$ cat config.mk
export PLATFORM = sky130hd
export DESIGN_NAME = aes_req_arbiter
export DESIGN_NICKNAME = d
export VERILOG_FILES = /design/src/rtl/aes_req_arbiter.sv
export SDC_FILE = /design/constraint.sdc
export NUM_CORES = 1
export LEC_CHECK = 0
export CORE_AREA = 2 2 447 449
export CTS_CLUSTER_SIZE = 12
export DETAILED_ROUTE_END_ITERATION = 6
export DIE_AREA = 0 0 449 451
export DONT_BUFFER_PORTS = 1
export GPL_TIMING_DRIVEN = 1
export PLACE_DENSITY = 0.39
export SLEW_MARGIN = 5
export SYNTH_ARGS = -nofsm -noshare
export SYNTH_HDL_FRONTEND = slang
export SYNTH_SLANG_ARGS = --single-unit
$ cat constraint.sdc
create_clock -name clk -period 12.5 [get_ports clk]
set_input_delay 0.625 -clock clk [delete_from_list [all_inputs] [get_ports clk]]
set_output_delay 0.625 -clock clk [all_outputs]
set_load 0.01 [all_outputs]
$ cat src/rtl/aes_req_arbiter.sv
// Round-robin sharing of one fully pipelined aes_128 core between NUM_REQ requesters.
// Ownership rides a delay line beside the core; credits keep every response FIFO from overflowing.
module aes_req_arbiter #(
    parameter int unsigned NUM_REQ   = 2,
    parameter int unsigned LATENCY   = 21,
    parameter int unsigned OUT_DEPTH = 4
) (
    input  logic                   clk,
    input  logic                   rst,
    input  logic [NUM_REQ-1:0]     req_valid,
    output logic [NUM_REQ-1:0]     req_ready,
    input  logic [NUM_REQ*128-1:0] req_state,
    input  logic [NUM_REQ*128-1:0] req_key,
    output logic [127:0]           core_state,
    output logic [127:0]           core_key,
    input  logic [127:0]           core_out,
    output logic [NUM_REQ-1:0]     resp_valid,
    input  logic [NUM_REQ-1:0]     resp_ready,
    output logic [NUM_REQ*128-1:0] resp_data,
    output logic                   busy
);
    localparam int unsigned TagW = $clog2(NUM_REQ);
    localparam int unsigned CntW = $clog2(OUT_DEPTH + 1);
    localparam int unsigned IdxW = (OUT_DEPTH > 1) ? $clog2(OUT_DEPTH) : 1;
    localparam logic [CntW-1:0] DepthCnt = CntW'(OUT_DEPTH);
    localparam logic [IdxW-1:0] LastIdx  = IdxW'(OUT_DEPTH - 1);
    localparam logic [TagW-1:0] LastTag  = TagW'(NUM_REQ - 1);

    function automatic logic [IdxW-1:0] next_idx(input logic [IdxW-1:0] v);
        return (v == LastIdx) ? '0 : v + IdxW'(1);
    endfunction

    logic [TagW-1:0]    ptr_q;
    logic [CntW-1:0]    credit_q [NUM_REQ];
    logic [NUM_REQ-1:0] eligible;
    logic [NUM_REQ-1:0] grant;
    logic [TagW-1:0]    grant_idx;
    logic               issue;

    logic [LATENCY-1:0] dl_valid_q;
    logic [TagW-1:0]    dl_tag_q [LATENCY];

    logic [NUM_REQ-1:0] push;
    logic [NUM_REQ-1:0] pop;
    logic [127:0]       mem_q   [NUM_REQ][OUT_DEPTH];
    logic [IdxW-1:0]    wr_q    [NUM_REQ];
    logic [IdxW-1:0]    rd_q    [NUM_REQ];
    logic [CntW-1:0]    count_q [NUM_REQ];

    // ---------------- arbitration ----------------
    always_comb begin
        for (int i = 0; i < NUM_REQ; i++) begin
            eligible[i] = req_valid[i] && (credit_q[i] != '0);
        end
    end

    always_comb begin
        logic            found;
        int              idx;
        logic [TagW-1:0] cand;
        found     = 1'b0;
        grant     = '0;
        grant_idx = '0;
        idx       = 0;
        cand      = '0;
        for (int off = 0; off < NUM_REQ; off++) begin
            idx = int'(ptr_q) + off;
            if (idx >= NUM_REQ) begin
                idx = idx - NUM_REQ;
            end
            cand = TagW'(idx);
            if (!found && eligible[cand]) begin
                found       = 1'b1;
                grant[cand] = 1'b1;
                grant_idx   = cand;
            end
        end
        if (rst) begin
            grant     = '0;
            grant_idx = '0;
        end
    end

    assign req_ready = grant;
    assign issue     = |grant;

    // Idle cycles feed zeros so no stale plaintext or key enters the core.
    always_comb begin
        core_state = '0;
        core_key   = '0;
        for (int i = 0; i < NUM_REQ; i++) begin
            if (grant[i]) begin
                core_state = req_state[128*i +: 128];
                core_key   = req_key[128*i +: 128];
            end
        end
    end

    // ---------------- ownership delay line ----------------
    always_ff @(posedge clk) begin
        if (rst) begin
            dl_valid_q <= '0;
        end else begin
            dl_valid_q[0] <= issue;
            for (int s = 1; s < LATENCY; s++) begin
                dl_valid_q[s] <= dl_valid_q[s-1];
            end
        end
    end

    // Tags are qualified by the valid bits, so they need no reset.
    always_ff @(posedge clk) begin
        dl_tag_q[0] <= grant_idx;
        for (int s = 1; s < LATENCY; s++) begin
            dl_tag_q[s] <= dl_tag_q[s-1];
        end
    end

    // ---------------- response FIFOs ----------------
    always_comb begin
        for (int i = 0; i < NUM_REQ; i++) begin
            push[i] = dl_valid_q[LATENCY-1] && (dl_tag_q[LATENCY-1] == TagW'(i));
            pop[i]  = resp_valid[i] && resp_ready[i];
        end
    end

    always_comb begin
        resp_data = '0;
        for (int i = 0; i < NUM_REQ; i++) begin
            resp_valid[i] = (count_q[i] != '0);
            if (resp_valid[i]) begin
                resp_data[128*i +: 128] = mem_q[i][rd_q[i]];
            end
        end
    end

    always_ff @(posedge clk) begin
        for (int i = 0; i < NUM_REQ; i++) begin
            if (push[i]) begin
                mem_q[i][wr_q[i]] <= core_out;
            end
        end
    end

    always_ff @(posedge clk) begin
        if (rst) begin
            ptr_q <= '0;
            for (int i = 0; i < NUM_REQ; i++) begin
                wr_q[i]     <= '0;
                rd_q[i]     <= '0;
                count_q[i]  <= '0;
                credit_q[i] <= DepthCnt;
            end
        end else begin
            if (issue) begin
                ptr_q <= (grant_idx == LastTag) ? '0 : grant_idx + TagW'(1);
            end
            for (int i = 0; i < NUM_REQ; i++) begin
                if (push[i]) begin
                    wr_q[i] <= next_idx(wr_q[i]);
                end
                if (pop[i]) begin
                    rd_q[i] <= next_idx(rd_q[i]);
                end
                if (push[i] && !pop[i]) begin
                    count_q[i] <= count_q[i] + CntW'(1);
                end else if (!push[i] && pop[i]) begin
                    count_q[i] <= count_q[i] - CntW'(1);
                end
                // A credit leaves with an issue and comes back when the requester pops.
                if (grant[i] && !pop[i]) begin
                    credit_q[i] <= credit_q[i] - CntW'(1);
                end else if (!grant[i] && pop[i]) begin
                    credit_q[i] <= credit_q[i] + CntW'(1);
                end
            end
        end
    end

    assign busy = (|dl_valid_q) || (|resp_valid);

    // ---------------- accounting checks ----------------
    int unsigned inflight [NUM_REQ];

    always_comb begin
        for (int i = 0; i < NUM_REQ; i++) begin
            inflight[i] = 0;
            for (int s = 0; s < LATENCY; s++) begin
                if (dl_valid_q[s] && (dl_tag_q[s] == TagW'(i))) begin
                    inflight[i] = inflight[i] + 1;
                end
            end
        end
    end

    always_ff @(posedge clk) begin
        if (!rst) begin
            for (int i = 0; i < NUM_REQ; i++) begin
                assert (!(push[i] && !pop[i] && (count_q[i] == DepthCnt)));
                assert (credit_q[i] <= DepthCnt);
                assert ((int'(credit_q[i]) + int'(inflight[i]) + int'(count_q[i])) == OUT_DEPTH);
            end
        end
    end

endmodule

### Word-level counts from Yosys, hierarchy flattened

Memories as Yosys holds them, arrays and structs flattened.
Index checks and enable logic that the tools add are counted.

* bits in registers: 22
* RAM bits: 1065
* input bits: 646
* output and inout port bits: 517
* word-level logic and storage cells: 190
* memories kept: 6

Memories
* mem_q: words 2, bits a word 512, read ports 2, clocked after Yosys merged registers in 0, wr ports 1, line 45 `logic [127:0] mem_q [NUM_REQ][OUT_DEPTH];`
* dl_tag_q: words 21, bits a word 1, read ports 21, clocked after Yosys merged registers in 0, wr ports 21, line 41 `logic [TagW-1:0] dl_tag_q [LATENCY];`
* count_q: words 2, bits a word 3, read ports 2, clocked after Yosys merged registers in 0, wr ports 2, line 48 `logic [CntW-1:0] count_q [NUM_REQ];`
* credit_q: words 2, bits a word 3, read ports 2, clocked after Yosys merged registers in 0, wr ports 2, line 34 `logic [CntW-1:0] credit_q [NUM_REQ];`
* rd_q: words 2, bits a word 2, read ports 2, clocked after Yosys merged registers in 0, wr ports 2, line 47 `logic [IdxW-1:0] rd_q [NUM_REQ];`
* wr_q: words 2, bits a word 2, read ports 2, clocked after Yosys merged registers in 0, wr ports 2, line 46 `logic [IdxW-1:0] wr_q [NUM_REQ];`

* $add $sub $neg: 16
* $lt $le $gt $ge: 12
* equal/unequal tests: 4
* muxes and demuxes: 97
* bitwise operators: 18
* reductions and logical operators: 35

Operators with widths (number)
* 512-bit two-way mux: 4
* 128-bit two-way mux: 12
* 128-bit binary-select mux with 2-bit select: 2
* 128-bit demux with 2-bit select: 2
* 512-bit OR reduction: 1
* 1-bit two-way mux: 56
* 3-bit two-way mux: 8
* 2-bit two-way mux: 11
* 21-bit OR reduction: 1
* 1-bit logical AND: 19
* 3-bit by 1-bit adder with 3-bit output (second input constant): 4
* 3-bit greater-or-equal comparator (second input constant): 4
* 2-bit NOT with 3-bit output: 4
* 1-bit OR: 12
* 3-bit nonzero test: 4
* 3-bit by 1-bit subtractor with 3-bit output (second input constant): 4
* 2-bit by 1-bit adder with 2-bit output (second input constant): 4
* 2-bit equality test (second input constant): 4
* 1-bit zero test: 7
* 3-bit by 1-bit < comparator with 1-bit output (second input constant): 2
* 1-bit by 2-bit < comparator with 1-bit output (second input constant): 2
* 2-bit OR reduction: 2
* 1-bit by 1-bit adder with 2-bit output (second input constant): 1
* 1-bit demux with 1-bit select: 2
* other kinds (8): 10

### Depth between registers and ports, before layout

Gate-level depths: netlist of run 1.

* depth in word-level cells: 17
* mapped depth: 9
* mapped depth without buffers: 9

### Least setup slack after synthesis of run 1

OpenSTA, ideal clock, no wires.

* path kind: register -> register
* start: register dl_valid_q[20]
* end: memory mem_q[0][128] (netlist name), enable pin
* arrival time: 3827 ps
* setup slack: 8170 ps
* cell stages (with the launch flop): 4
* clock period less this slack: 4330 ps
* path through: dfxtp_1 clkbuf_1 nor2b_1 and2_1

* longest elaborated chain between the ends: 5

RTL lines
* from (decl): line 40 `logic [LATENCY-1:0] dl_valid_q;`
* from (signal, indexed assignment): line 106 `dl_valid_q[s] <= dl_valid_q[s-1];`
* 1-bit logical AND: line 122 `push[i] = dl_valid_q[LATENCY-1] && (dl_tag_q[LATENCY-1] == TagW'(i));`
* 1-bit two-way mux: line 139 `if (push[i]) begin`
* 512-bit two-way mux (implied by the code): line 140 `mem_q[i][wr_q[i]] <= core_out;`
* 512-bit OR reduction (no line)
* 1-bit two-way mux (no line) or 512-bit two-way mux (tied branches)
* to (decl): line 45

Several ways; a longest one is shown, not always the timed one.

==> results_dict.tcl, run 1 <==
set metrics [dict create \
    gp_congestion 1.04 \
    r2r_start "dl_valid_q[20]" \
    cp-start-kind "register" \
    period_minus_slack_ns 5.19 \
    gr-total-overflow 0 \
    numCtsBuffers 114 \
    routed-via-count 23700 \
    clockRootBuffer "clkbuf_16" \
    grt_pass1_vias 23900 \
    die_h_um 451 \
    io_buffers 0 \
    report.final.slew_viol_count 0 \
    fp.coreArea_um2 198000 \
    ys_async_sr_fraction 0 \
    rr_worst_depth 4 \
    status "completed" \
    seq_area_frac_synth 0.738 \
    cts_sinks 1087 \
    firstDrtPassIters 6 \
    ys_types 53 \
    cp.required_ns 11.88 \
    ios 1163 \
    tns_ns 0 \
    clk_pin_slew_ns 0.06 \
    setup_viol 0 \
    fin_worst_skew_ns 0.0507 \
    internal-power_w 0.00631 \
    syn-cell-area_um2 43600 \
    yosysMostFrequentCell "edfxtp_1" \
    yosys_warnings 0 \
    cp.arrival_ns 4.56 \
    layout-drive-gt1-share 0.194 \
    hp-class "primary input to register" \
    syn_inst 2166 \
    cts_hold_buf 129 \
    areaGrowthSynthToFinish_pct 18.1 \
    p_per_area_nw_per_um2 173 \
    cts_tree "yes" \
    grt_usage 0.221 \
    p_seq_frac 0.453 \
    final_hold_viol_count 0 \
    whs_endpoint "ptr_q" \
    drc 0 \
    combPwrFrac 0.187 \
    wire_per_inst_um 45.3 \
    post-route-period-util 0.415 \
    drtIter0Drc 2352 \
    synth_fp_nets 2830 \
    min-delay-start "req_valid[1]" \
    ys_top_cells_by_area "edfxtp_1, mux4_2, a22o_1" \
    grt_max_degree 185 \
    p_leak_nw 15.8 \
    power.switching_w 0.00260 \
    die_area_um2 202000 \
    critical_path.top_delay_family "buffers and inverters" \
    synth_ff_type "edfxtp_1" \
    crit_path_max_incr_delay_ns 0.88 \
    cts-htree-levels 3 \
    critPathMaxFanout 164 \
    cts_buffer_depth 3 \
    peakVddDrop_mv 0.117 \
    post_cts_buffers 0 \
    nets 2965 \
    die_width_um 449 \
    pwr-share-clk 0.361 \
    crit_chain "inv_1 > ha_1 > nand2b_4 > a31o_2 > nor2_4 > buf_12 > buf_4 > a22o_1" \
    vias_per_cell 4.68 \
    path_buf_inv 3 \
    synth_enable_flop_cells 1044 \
    antenna_found_initial 192 \
    maxCapViolations 0 \
    tightestPinTransition_ns 1.24 \
    start_util 0.220 \
    dp_hpwl_um 177000 \
    reg2reg_slack_ns 8.94 \
    synth_top_area_share 0.719 \
    dp_slack_ns 8.25 \
    yosys_register_bits 1087 \
    path_class "register to primary output" \
    switching_share 0.292 \
    critPathCaptureType "primary output" \
    rsz0062_at_grt "false" \
    cts_resized 0 \
    setup_ws_ns 7.31 \
    path_depth 8 \
    grt_first_pass_wirelength_um 287000 \
    power_w 0.00890 \
    routed_wl_um 230000 \
    clk_latency_ns 0.74 \
    avgSynthCellArea_um2 20.1 \
    fmax_mhz 193 \
    ant_nets 0 \
    r2r_end "mem_q[0][103]" \
    crit_path_top_delay_cell "buf_4" \
    row_count 164 \
    hold_path_depth 3 \
    synth_commonest_cells "edfxtp_1, and2_1, a22o_1, mux4_2, buf_2" \
    slew_headroom 0.175 \
    synth.largest_area_cell "edfxtp_1" \
]
-- worst max-delay path by stage --
stage	from	end
3_5_place_dp	credit_q[1][0]	core_key[1]
2_1_floorplan	dl_valid_q[20]	mem_q[0][128]
3_3_place_gp	credit_q[1][0]	core_key[1]
5_1_grt	credit_q[1][0]	core_key[1]
6_report	credit_q[1][0]	core_key[1]
4_1_cts	credit_q[1][0]	core_key[1]
-- placed cells by master (no fill, tap or decap), types with 5 or more instances in the layout --
| cell type | n |
|---|---|
| edfxtp_1 | 1044 |
| mux4_2 | 256 |
| and2_1 | 256 |
| a22o_1 | 256 |
| dlygate4sd3_1 | 129 |
| clkbuf_16 | 114 |
| dfxtp_1 | 43 |
| buf_4 | 36 |
| diode_2 | 33 |
| clkbuf_1 | 29 |
| clkinv_1 | 24 |
| nor2b_1 | 22 |
| ha_1 | 16 |
| inv_1 | 15 |
| nor2_1 | 14 |
| clkinv_2 | 11 |
| nand2b_1 | 8 |
| nand2_1 | 7 |
| nor3_1 | 7 |
| and2_4 | 6 |
| a21oi_1 | 6 |
| clkinv_16 | 5 |
| clkinvlp_4 | 5 |
-- sequential cells by signal (all words and copies together), names as in the netlist --
| name | flops |
|---|---|
| credit_q | 6 |
| ptr_q | 1 |
| mem_q | 1024 |
| rd_q | 4 |
| dl_valid_q | 21 |
| dl_tag_q | 21 |
| count_q | 6 |
| wr_q | 4 |
-- through the flow --
step           utilization  std cells  instance area (um^2)  hold WS (ns)
3_5_place_dp         0.235       4712                 46700         0.313
4_1_cts              0.260       5042                 51500        0.0118
6_report             0.260       5075                 51500        0.0913
3_3_place_gp         0.235       4712                 46700         0.314
2_1_floorplan            -       2166                 43600         0.310
5_1_grt              0.260       5065                 51500        0.0676
-- power groups by stage --
stage	combinational (W)	clock, W	sequential [W]
after CTS	0.00172	0.00332	0.00403
final	0.00166	0.00321	0.00403
after global placement	0.00162	0	0.00411
after global routing	0.00175	0.00344	0.00403
after floorplan	0.00100	0	0.00410
after detailed placement	0.00163	0	0.00411
-- kinds of logic after synthesis --
group	Yosys count	synth area share
xor+xnor	5	0.00100
buf+inv	166	0.0168
simple gates	348	0.0492
flops	1087	0.738
compound gates	286	0.0570
mux	256	0.132
fa+ha+maj	18	0.00551
-- final cells by class --
type	count	area (um^2)
Fill cell	20000	147000
Sequential cell	1087	32200
Multi-Input combinational cell	913	10700
Tap cell	2656	3320
Clock buffer	148	3000
Timing Repair Buffer	169	1640
Clock inverter	53	485
Antenna cell	33	82.6
Inverter	16	62.6
-- tightest hold or removal path, delay by kind of cell --
family	cells	cell delay, ns
and+or+nand+nor	2	0.11
AOI/OAI and AO/OA	1	0.06
-- per-layer routing --
| layer | GRT usage | part of all wire | vias up |
|---|---|---|---|
| met5 | 0 | 0.00090 | - |
| met4 | 0.0889 | 0.048 | 30 |
| met3 | 0.0758 | 0.086 | 484 |
| met2 | 0.418 | 0.54 | 1351 |
| met1 | 0.219 | 0.32 | 12700 |
| li1 | - | - | 9217 |
No activity file was read; power rests on OpenSTA's default activity.
==> run 2: changes to the inputs <==
Settings changed: PLACE_DENSITY 0.39 to 0.4.
Clock period 12.5 ns to 4.4 ns, I/O delays scaled along.
==> run 2 against run 1 <==
Net effect: wire length grew 0.48%; clock skew grew 0.0016 ns; cell area grew 1.9%; via count grew 1.1%; worst setup slack lost 7.0 ns; core utilization grew 0.50 points; sequential cell count is the same; non-clock buffer count grew 36; register-to-register slack lost 7.8 ns; sequential power grew to 2.9 times the previous value; global-route usage grew 0.097 points; critical path type unchanged; largest cell class unchanged.
==> results_dict.tcl, run 2 (synthesis results as in run 1) <==
set metrics [dict create \
    antenna_found_initial 169 \
    cts_tree "yes" \
    grt_usage 0.222 \
    stdcell_count 5137 \
    report.final.slew_viol_count 0 \
    tightestPinTransition_ns 1.07 \
    clk_pin_slew_ns 0.06 \
    grt_pass1_vias 24300 \
    critPathCaptureType "primary output" \
    post-route-period-util 0.940 \
    largest_reg_flops 1024 \
    nets 3006 \
    start_util 0.220 \
    setup_ws_ns 0.264 \
    internal-power_w 0.0186 \
    grt.met2_usage 0.427 \
    die_h_um 451 \
    numCtsBuffers 119 \
    critPathMaxFanout 98 \
    period_minus_slack_ns 4.14 \
    layout-drive-gt1-share 0.210 \
    cp.arrival_ns 3.92 \
    wire_per_inst_um 45.0 \
    layout_common_cells "edfxtp_1, mux4_2, and2_1" \
    firstDrtPassIters 5 \
    path_class "register to primary output" \
    dp.cells 4740 \
    routed_wl_um 231000 \
    die_width_um 449 \
    drc 0 \
    io_buffers 0 \
    cp.required_ns 4.18 \
    slew_headroom 0.290 \
    p_leak_nw 16.2 \
    grt_max_degree 150 \
    dp_slack_ns 0.738 \
    drtIter0Drc 2117 \
    die_area_um2 202000 \
    grt_first_pass_wirelength_um 289000 \
    clockRootBuffer "clkbuf_16" \
    row_count 164 \
    areaGrowthSynthToFinish_pct 20.4 \
    dp_hpwl_um 178000 \
    peakVddDrop_mv 0.349 \
    cts-htree-levels 3 \
    met3_usage 0.0674 \
    ios 1163 \
    ant_nets 0 \
    vias_per_cell 4.67 \
    final_hold_viol_count 0 \
    pwr-share-clk 0.374 \
    p_per_area_nw_per_um2 498 \
    clk_latency_ns 0.75 \
    cts_buffer_depth 3 \
    switching_share 0.290 \
    cp-start-kind "register" \
    p_seq_frac 0.439 \
    fmax_mhz 242 \
    hp-class "primary input to register" \
    tns_ns 0 \
    gr-total-overflow 0 \
    setup_viol 0 \
    rsz0062_at_grt "false" \
    routed-via-count 24000 \
    fp.coreArea_um2 198000 \
    gp_congestion 1.15 \
    fin_worst_skew_ns 0.0523 \
    maxCapViolations 0 \
    top_usage_layer "met2" \
    status "completed" \
    mostFrequentLayoutCell "edfxtp_1" \
    combPwrFrac 0.187 \
    power.switching_w 0.00759 \
    met1_usage 0.221 \
    cts_sinks 1087 \
]
[run 2: path summary, 6_finish.rpt]
check                                    start              to  slack, ns  depth (start not counted)
worst min-delay path             resp_ready[1]      rd_q[0][2]       0.09                          2
worst max-delay path            credit_q[0][1]  core_state[16]       0.26                          6
worst min register to register  dl_tag_q[2][0]  dl_tag_q[2][1]       0.32                          0
worst max register to register   count_q[1][0]   count_q[1][1]       1.17                          9
[run 2: power groups by stage]
| stage | clock, W | combinational, W | sequential, W |
|---|---|---|---|
| floorplan | 0 | 0.00285 | 0.0117 |
| global placement | 0 | 0.00477 | 0.0117 |
| detailed placement | 0 | 0.00477 | 0.0117 |
| CTS | 0.0101 | 0.00506 | 0.0115 |
| global route | 0.0105 | 0.00513 | 0.0115 |
| finish | 0.00979 | 0.00489 | 0.0115 |
[run 2: critical path, cell delays in order, from the launching register on]
cell	delay (ns)
edfxtp_1	0.43
o31ai_2	0.40
o211ai_2	0.20
nor2_4	0.61
buf_12	0.44
a22o_1	0.75
buf_4	0.25
[run 2: layout make-up]
class / instances / area, um^2
clock buffers: 148 / 3150
well taps: 2656 / 3320
diodes: 47 / 118
multi-input cells: 913 / 10700
fillers: 20000 / 146000
flip-flops and latches: 1087 / 32200
clock inverters: 65 / 682
inverters: 16 / 62.6
repair buffers: 205 / 2240
[run 2: metrics by stage]
step / power, W / hold slack (ns) / area [um^2] / util
final: 0.0261 / 0.0950 / 52500 / 0.265
after CTS: 0.0266 / 0.000407 / 52400 / 0.264
after global placement: 0.0165 / 0.311 / 47200 / 0.238
after detailed placement: 0.0165 / 0.312 / 47200 / 0.238
after floorplan: 0.0145 / 0.310 / 43600 / -
after global routing: 0.0271 / 0.0714 / 52500 / 0.265
[run 2: metal layers]
layer,wire (um),vias up
met2,127000,1293
li1,-,9331
met4,10600,14
met3,17500,437
met1,75800,12900
met5,92,-
[run 2: repair_timing]
item | in CTS | in global routing
hold endpoints to repair | 1087 | 0
hold buffers | 137 | 0
setup buffers | 0 | 0
endpoints found under the setup margin | 7 | 0
gates resized for setup | 7 | 0
